<file path="src/rtl/instruction_decode.sv">
// Decode stage: latches one instruction, sequences up to two register-file
// reads over a single read port, and presents a registered decoded bundle.
module instruction_decode #(
  parameter int INSTR_WIDTH  = 32,
  parameter int DATA_WIDTH   = 16,
  parameter int REG_ID_WIDTH = 4
) (
  input  logic                    clk,
  input  logic                    reset,
  input  logic                    in_valid,
  output logic                    in_ready,
  input  logic [INSTR_WIDTH-1:0]  instruction,
  output logic                    reg_rd,
  output logic [REG_ID_WIDTH-1:0] reg_id,
  input  logic [DATA_WIDTH-1:0]   read_data_reg,
  output logic                    out_valid,
  input  logic                    out_ready,
  output logic [3:0]              opcode,
  output logic [REG_ID_WIDTH-1:0] dest_id,
  output logic [DATA_WIDTH-1:0]   operand_a,
  output logic [DATA_WIDTH-1:0]   operand_b,
  output logic [DATA_WIDTH-1:0]   imm,
  output logic                    write_en,
  output logic                    illegal,
  output logic                    halted
);

  localparam logic [2:0] S_IDLE = 3'd0;
  localparam logic [2:0] S_RA   = 3'd1;
  localparam logic [2:0] S_RB   = 3'd2;
  localparam logic [2:0] S_CA   = 3'd3;
  localparam logic [2:0] S_CB   = 3'd4;
  localparam logic [2:0] S_OUT  = 3'd5;
  localparam logic [2:0] S_HALT = 3'd6;

  logic [2:0]              state;
  logic [REG_ID_WIDTH-1:0] rs2;
  logic                    need_b;

  logic [3:0]              in_op;
  logic                    in_rd1, in_rd2, in_we, in_ill;

  // Class decode of the word on the fetch bus; only consumed on accept.
  always_comb begin
    in_op  = instruction[31:28];
    in_rd2 = (in_op >= 4'h1 && in_op <= 4'h5) || in_op == 4'h8 || in_op == 4'h9;
    in_rd1 = in_rd2 || in_op == 4'h6 || in_op == 4'h7;
    in_we  = (in_op >= 4'h1 && in_op <= 4'h7) || in_op == 4'hB;
    in_ill = in_op == 4'hC || in_op == 4'hD || in_op == 4'hE;
  end

  // Outputs are loaded from the next state so every port is a flop.
  always_ff @(posedge clk) begin
    if (!reset) begin
      state     <= S_IDLE;
      in_ready  <= 1'b1;
      reg_rd    <= 1'b0;
      reg_id    <= '0;
      out_valid <= 1'b0;
      opcode    <= '0;
      dest_id   <= '0;
      operand_a <= '0;
      operand_b <= '0;
      imm       <= '0;
      write_en  <= 1'b0;
      illegal   <= 1'b0;
      halted    <= 1'b0;
      rs2       <= '0;
      need_b    <= 1'b0;
    end else begin
      case (state)
        S_IDLE: if (in_valid) begin
          opcode    <= in_op;
          dest_id   <= instruction[27:24];
          imm       <= instruction[15:0];
          write_en  <= in_we;
          illegal   <= in_ill;
          rs2       <= instruction[19:16];
          need_b    <= in_rd2;
          in_ready  <= 1'b0;
          operand_a <= '0;
          operand_b <= (in_rd1 || in_ill) ? '0 : instruction[15:0];
          if (in_rd1) begin
            state  <= S_RA;
            reg_rd <= 1'b1;
            reg_id <= instruction[23:20];
          end else begin
            state     <= S_OUT;
            out_valid <= 1'b1;
          end
        end
        S_RA: begin
          if (need_b) begin
            state  <= S_RB;
            reg_id <= rs2;
          end else begin
            state  <= S_CA;
            reg_rd <= 1'b0;
            reg_id <= '0;
          end
        end
        S_RB: begin
          operand_a <= read_data_reg;
          reg_rd    <= 1'b0;
          reg_id    <= '0;
          state     <= S_CB;
        end
        S_CA: begin
          operand_a <= read_data_reg;
          operand_b <= imm;
          out_valid <= 1'b1;
          state     <= S_OUT;
        end
        S_CB: begin
          operand_b <= read_data_reg;
          out_valid <= 1'b1;
          state     <= S_OUT;
        end
        S_OUT: if (out_ready) begin
          out_valid <= 1'b0;
          if (opcode == 4'hF) begin
            state  <= S_HALT;
            halted <= 1'b1;
          end else begin
            state    <= S_IDLE;
            in_ready <= 1'b1;
          end
        end
        S_HALT: ;
        default: begin
          state    <= S_IDLE;
          in_ready <= 1'b1;
        end
      endcase
    end
  end

endmodule

</file>
<file path="config.mk">
export PLATFORM = sky130hd
export DESIGN_NAME = instruction_decode
export DESIGN_NICKNAME = d
export VERILOG_FILES = /design/src/rtl/instruction_decode.sv
export SDC_FILE = /design/constraint.sdc
export NUM_CORES = 1
export LEC_CHECK = 0
export CORE_UTILIZATION = 44
export DETAILED_ROUTE_END_ITERATION = 10
export HOLD_SLACK_MARGIN = 0.1
export PLACE_DENSITY = 0.82
export SYNTH_ARGS = -nofsm -noshare
export SYNTH_HDL_FRONTEND = slang
export SYNTH_SLANG_ARGS = --single-unit
export TNS_END_PERCENT = 30
</file>
<file path="constraint.sdc">
create_clock -name clk -period 2.44 [get_ports clk]
set_clock_uncertainty 0.15 [all_clocks]
set_input_delay 0.488 -clock clk [delete_from_list [all_inputs] [get_ports clk]]
set_output_delay 0.488 -clock clk [all_outputs]
set_load 0.01 [all_outputs]
</file>
After elaboration in Yosys (flattened, before gate mapping)
Index checks and enable logic that the tools add are counted.
{"block": "op_classes", "n_addsub": 0, "mul": 0, "div_mod_pow": 0, "order_cmp": 3, "eq_ne": 21, "shifts": 0, "muxes": 27, "n_bitwise": 2, "n_reduce_logical": 27}
{"cell": "$mux W16", "count": 3}
{"cell": "$pmux W16 S3", "count": 1}
{"cell": "$pmux W16 S2", "count": 1}
{"cell": "$eq A4 B4 Y1 const B", "count": 7}
{"cell": "$pmux W3 S6", "count": 1}
{"cell": "$mux W3", "count": 4}
{"cell": "$mux W4", "count": 3}
{"cell": "$ne A2 B2 Y1 const B", "count": 6}
{"cell": "$pmux W4 S3", "count": 1}
{"cell": "$reduce_and A4 Y1", "count": 3}
{"cell": "$mux W1", "count": 10}
{"cell": "$eq A3 B3 Y1 const B", "count": 3}
{"cell": "$pmux W1 S3", "count": 3}
{"cell": "$reduce_and A3 Y1", "count": 3}
{"cell": "$reduce_bool A3 Y1", "count": 3}
{"cell": "$eq A4 B3 Y1 const B", "count": 2}
{"cell": "$le A4 B3 Y1 const B", "count": 2}
{"cell": "$logic_or A1 B1 Y1", "count": 8}
{"cell": "$eq A3 B2 Y1 const B", "count": 2}
{"cell": "$reduce_and A2 Y1", "count": 3}
{"cell": "$reduce_or A5 Y1", "count": 1}
{"cell": "$ge A4 B1 Y1 const B", "count": 1}
{"cell": "$reduce_or A2 Y1", "count": 2}
{"cell": "$eq A3 B1 Y1 const B", "count": 1}
{"cell": "4 further kinds", "count": 6}
{"block": "word_totals", "ff_bits": 74, "latchBits": 0, "ram_bits": 0, "romBits": 0, "inputBits": 52, "output_inout_bits": 66, "elab_cells": 95, "memories": 0}

Logic depth before layout (Yosys ltp)
{"block": "depth", "word_depth": 10, "mapped_depth": 7, "mapped_depth_nobuf": 4}

Least setup slack after synthesis
Ideal clock, no wire load.
{"block": "synth_path", "kind": "input to register", "start": "input instruction[30]", "end": "register operand_b[6]", "arrival_ns": 2.068, "path_slack_ns": 0.148, "path_stages": 6, "path_cell_list": "buf_2 > or4_4 > a211o_2 > buf_6 > or3b_1 > a31oi_1"}
{"block": "synth_between", "elab_chain_cells": 10, "elab_cells_between_ends": 20, "classes_between": "2 x order compare; 7 x eq/ne; 3 x mux; 8 x reduce/logical"}
{"element": "start: declaration", "line": "12", "rtl": "input logic [INSTR_WIDTH-1:0] instruction,"}
{"element": "$ge A4 B1 Y1 / $le A4 B3 Y1 (equally long branches)", "line": "46", "rtl": "in_rd2 = (in_op >= 4'h1 && in_op <= 4'h5) || in_op == 4'h8 || in_op == 4'h9;"}
{"element": "$logic_and A1 B1 Y1", "line": "46"}
{"element": "$logic_or A1 B1 Y1 (2 in series)", "line": "46"}
{"element": "$logic_or A1 B1 Y1 (2 in series)", "line": "47", "rtl": "in_rd1 = in_rd2 || in_op == 4'h6 || in_op == 4'h7;"}
{"element": "$logic_or A1 B1 Y1 *", "line": "82", "rtl": "operand_b <= (in_rd1 || in_ill) ? '0 : instruction[15:0];"}
{"element": "$mux W16 *", "line": "82"}
{"element": "$mux W16 *", "line": "72", "rtl": "S_IDLE: if (in_valid) begin"}
{"element": "$pmux W16 S3 *", "line": "71", "rtl": "case (state)"}
{"element": "end signal: assignment", "line": "82"}
{"element": "end signal: assignment", "line": "110", "rtl": "operand_b <= imm;"}
{"element": "end signal: assignment", "line": "115", "rtl": "operand_b <= read_data_reg;"}
{"element": "end: declaration", "line": "21", "rtl": "output logic [DATA_WIDTH-1:0] operand_b,"}
Every way passes the cells marked *; elsewhere a longest branch is shown, timed or not. The select of a mux whose other input is x is not followed.
A chain may end at the register's enable or synchronous reset.

Final worst setup path
{"block": "layout_path", "start": "input instruction[29]", "end": "register operand_b[8]"}
The elaborated chain is that of the path after synthesis.

==> results_dict.tcl <==
set metrics [dict create \
    status "finished clean" \
    cts_buffers 9 \
    ios 118 \
    drv_slew 0 \
    ys_ff_latch 74 \
    setup_viol 0 \
    syn-cell-area_um2 3220 \
    via_count 3214 \
    drive_above_1_share 0.0896 \
    power_frac_clock 0.293 \
    ys_seq_area_frac 0.461 \
    required_ns 2.55 \
    p_comb_frac 0.272 \
    ys_types 39 \
    synthTopCellsByArea "dfxtp_1 46%, a21boi_0 11%, nand2_1 10%" \
    start_util 0.463 \
    rsz0062_at_grt "no" \
    p_per_area_nw_per_um2 696 \
    power.leakage_nw 1.67 \
    die_y_um 87.5 \
    io_buffer_count 117 \
    syn_inst 383 \
    htreeDepth 3 \
    hold_violations 0 \
    ir_drop_mv 0.375 \
    grt_pass1_vias 3084 \
    place_worst_setup_slack_ns -0.281 \
    crit_slowest_cell "or4_4" \
    path_class "input pin to register" \
    cts_tree "done" \
    hold_path_class "input pin to register" \
    synth_most_common_cell "nand2_1" \
    die_x_um 87.5 \
    p_int_mw 2.30 \
    synth_edf_count 0 \
    coreArea_um2 6940 \
    clk_pin_slew_ns 0.08 \
    fill_cells 607 \
    dp_hpwl_um 6230 \
    rows 30 \
    clk_latency_ns 0.34 \
    synthTopCellsByCount "88 x nand2_1, 74 x dfxtp_1, 47 x a21boi_0, 28 x clkbuf_1, 25 x o21ai_0" \
    antenna_found_initial 0 \
    arrival_ns 2.47 \
    drt_pass1_iterations 4 \
    layout.cells.non_filler 598 \
    cp-end-kind "register" \
    drc 0 \
    synth_largest_type_area_fraction 0.461 \
    relSlewSlack 0.489 \
    grt_remaining_overflow 0 \
    cpLargestDelayFamily "simple AND/OR/NAND/NOR gates" \
    min_period_ns 2.37 \
    syn_nets 435 \
    synth.avg_cell_area_um2 8.40 \
    area_delta_synth_final_pct 47.4 \
    wirelength_um 9160 \
    p_sw_frac 0.304 \
    die_area_um2 7650 \
    placedInstanceArea_um2 4530 \
    synth_async_sr_flop_share 0 \
    grt_max_degree 45 \
    drtIter0Drc 216 \
    max_cap_viol_count 0 \
    path_cells "clkdlybuf4s50_1 -> or4_4 -> a211o_4 -> or3b_1 -> a31oi_1" \
    root_buffer "clkbuf_8" \
    power_switching_mw 1.00 \
    grt_usage 0.245 \
    place_congestion 0.842 \
    fmax_mhz 423 \
    worst_pin_slew_ns 0.766 \
    post-route-util 0.683 \
    p_seq_frac 0.434 \
    grt_pass1_wl_um 14500 \
    yosys.area.top_type "dfxtp_1" \
    clk_path_buf_depth 2 \
    yosysWarnings 0 \
    ant_nets 0 \
    crit_buf_inv 1 \
    path_max_fanout 16 \
    vias_per_cell 5.37 \
    n_antenna_cell 0 \
    start_kind "input pin" \
    placedCellCount 582 \
    fin_crit_sh 0.969 \
    fin_area_um2 4740 \
    cts-hold-fix-buffers 0 \
    synthFlopType "dfxtp_1" \
    cts.sinks 74 \
    nets 549 \
    cpPeakStageDelay_ns 0.54 \
    wire_per_inst_um 15.3 \
    layout_setup_ws_ns 0.0748 \
]
## timing repair
action | 4_1_cts | 5_1_grt
setup buffers | 0 | 0
gates resized for setup | 0 | 1
setup endpoints to repair | 0 | 1
## layer usage
layer	up-vias	share of wire	track usage	wire (µm)
met1	1500	0.43	0.295	3980
li1	1584	-	-	-
met2	118	0.48	0.415	4370
met3	12	0.073	0.0616	671
met5	-	0	0	0
met4	0	0.015	0.0984	139
## power by group through the flow
stage               logic, mW  clock network [mW]  registers (mW)
floorplan               0.380                   0            1.49
detailed placement      0.895                   0            1.46
CTS                     0.900               0.993            1.43
global route            0.979                1.04            1.45
global placement        0.874                   0            1.45
finish                  0.899               0.968            1.43
## final cells by class
| type | count | area [µm²] | area share |
|---|---|---|---|
| Tap cell | 96 | 120 | 0.0253 |
| Clock inverter | 6 | 66.3 | 0.0140 |
| Inverter | 3 | 11.3 | 0.00238 |
| Sequential cell | 74 | 1480 | 0.313 |
| Multi-Input combinational cell | 271 | 1590 | 0.335 |
| Clock buffer | 10 | 138 | 0.0290 |
| Timing Repair Buffer | 138 | 1340 | 0.282 |
## cells in the final DEF, fill, tap and decap left out, types with 4 or more instances in the layout
cell type        instances
clkbuf_8                10
or3b_1                  16
a21oi_1                  5
clkdlybuf4s50_1        116
a31oi_1                 16
nand2_1                 88
dfxtp_1                 74
a22oi_1                 16
nand3_1                 20
buf_4                   20
a32oi_1                  4
o21ai_0                 25
a21boi_0                47
nor2_1                   4
## per-stage QoR
stage	power [mW]	hold WS, ns	TNS (ns)
final	3.30	0.265	0
after global routing	3.47	0.248	0
after CTS	3.33	0.243	0
after detailed placement	2.35	0.309	-4.23
after global placement	2.33	0.296	-3.51
after floorplan	1.87	0.286	0
## sequential cells by signal (all words and copies together), names as in the netlist
register	cells
write_en	1
rs2	4
state	3
operand_b	16
opcode	4
dest_id	4
in_ready	1
reg_rd	1
halted	1
imm	16
need_b	1
operand_a	16
reg_id	4
out_valid	1
illegal	1
## final timing paths
kind | startpoint | slack (ns) | end | cells after the start
setup / recovery | instruction[29] | 0.07 | operand_b[8] | 5
hold / removal | reset | 0.26 | in_ready | 2
setup reg to reg | state[2] | 0.40 | operand_b[8] | 4
hold reg to reg | reg_id[1] | 0.32 | reg_id[1] | 2
## cells by family (layout without fill, tap and decap cells)
| logic type | count (synthesis) | count (layout) | synth area share |
|---|---|---|---|
| AND/OR/NAND/NOR | 147 | 147 | 0.226 |
| AO/OA/AOI/OAI | 124 | 124 | 0.263 |
| flip-flops | 74 | 74 | 0.461 |
| buffers and inverters | 38 | 157 | 0.0502 |
(Power assumes the default switching activity.)
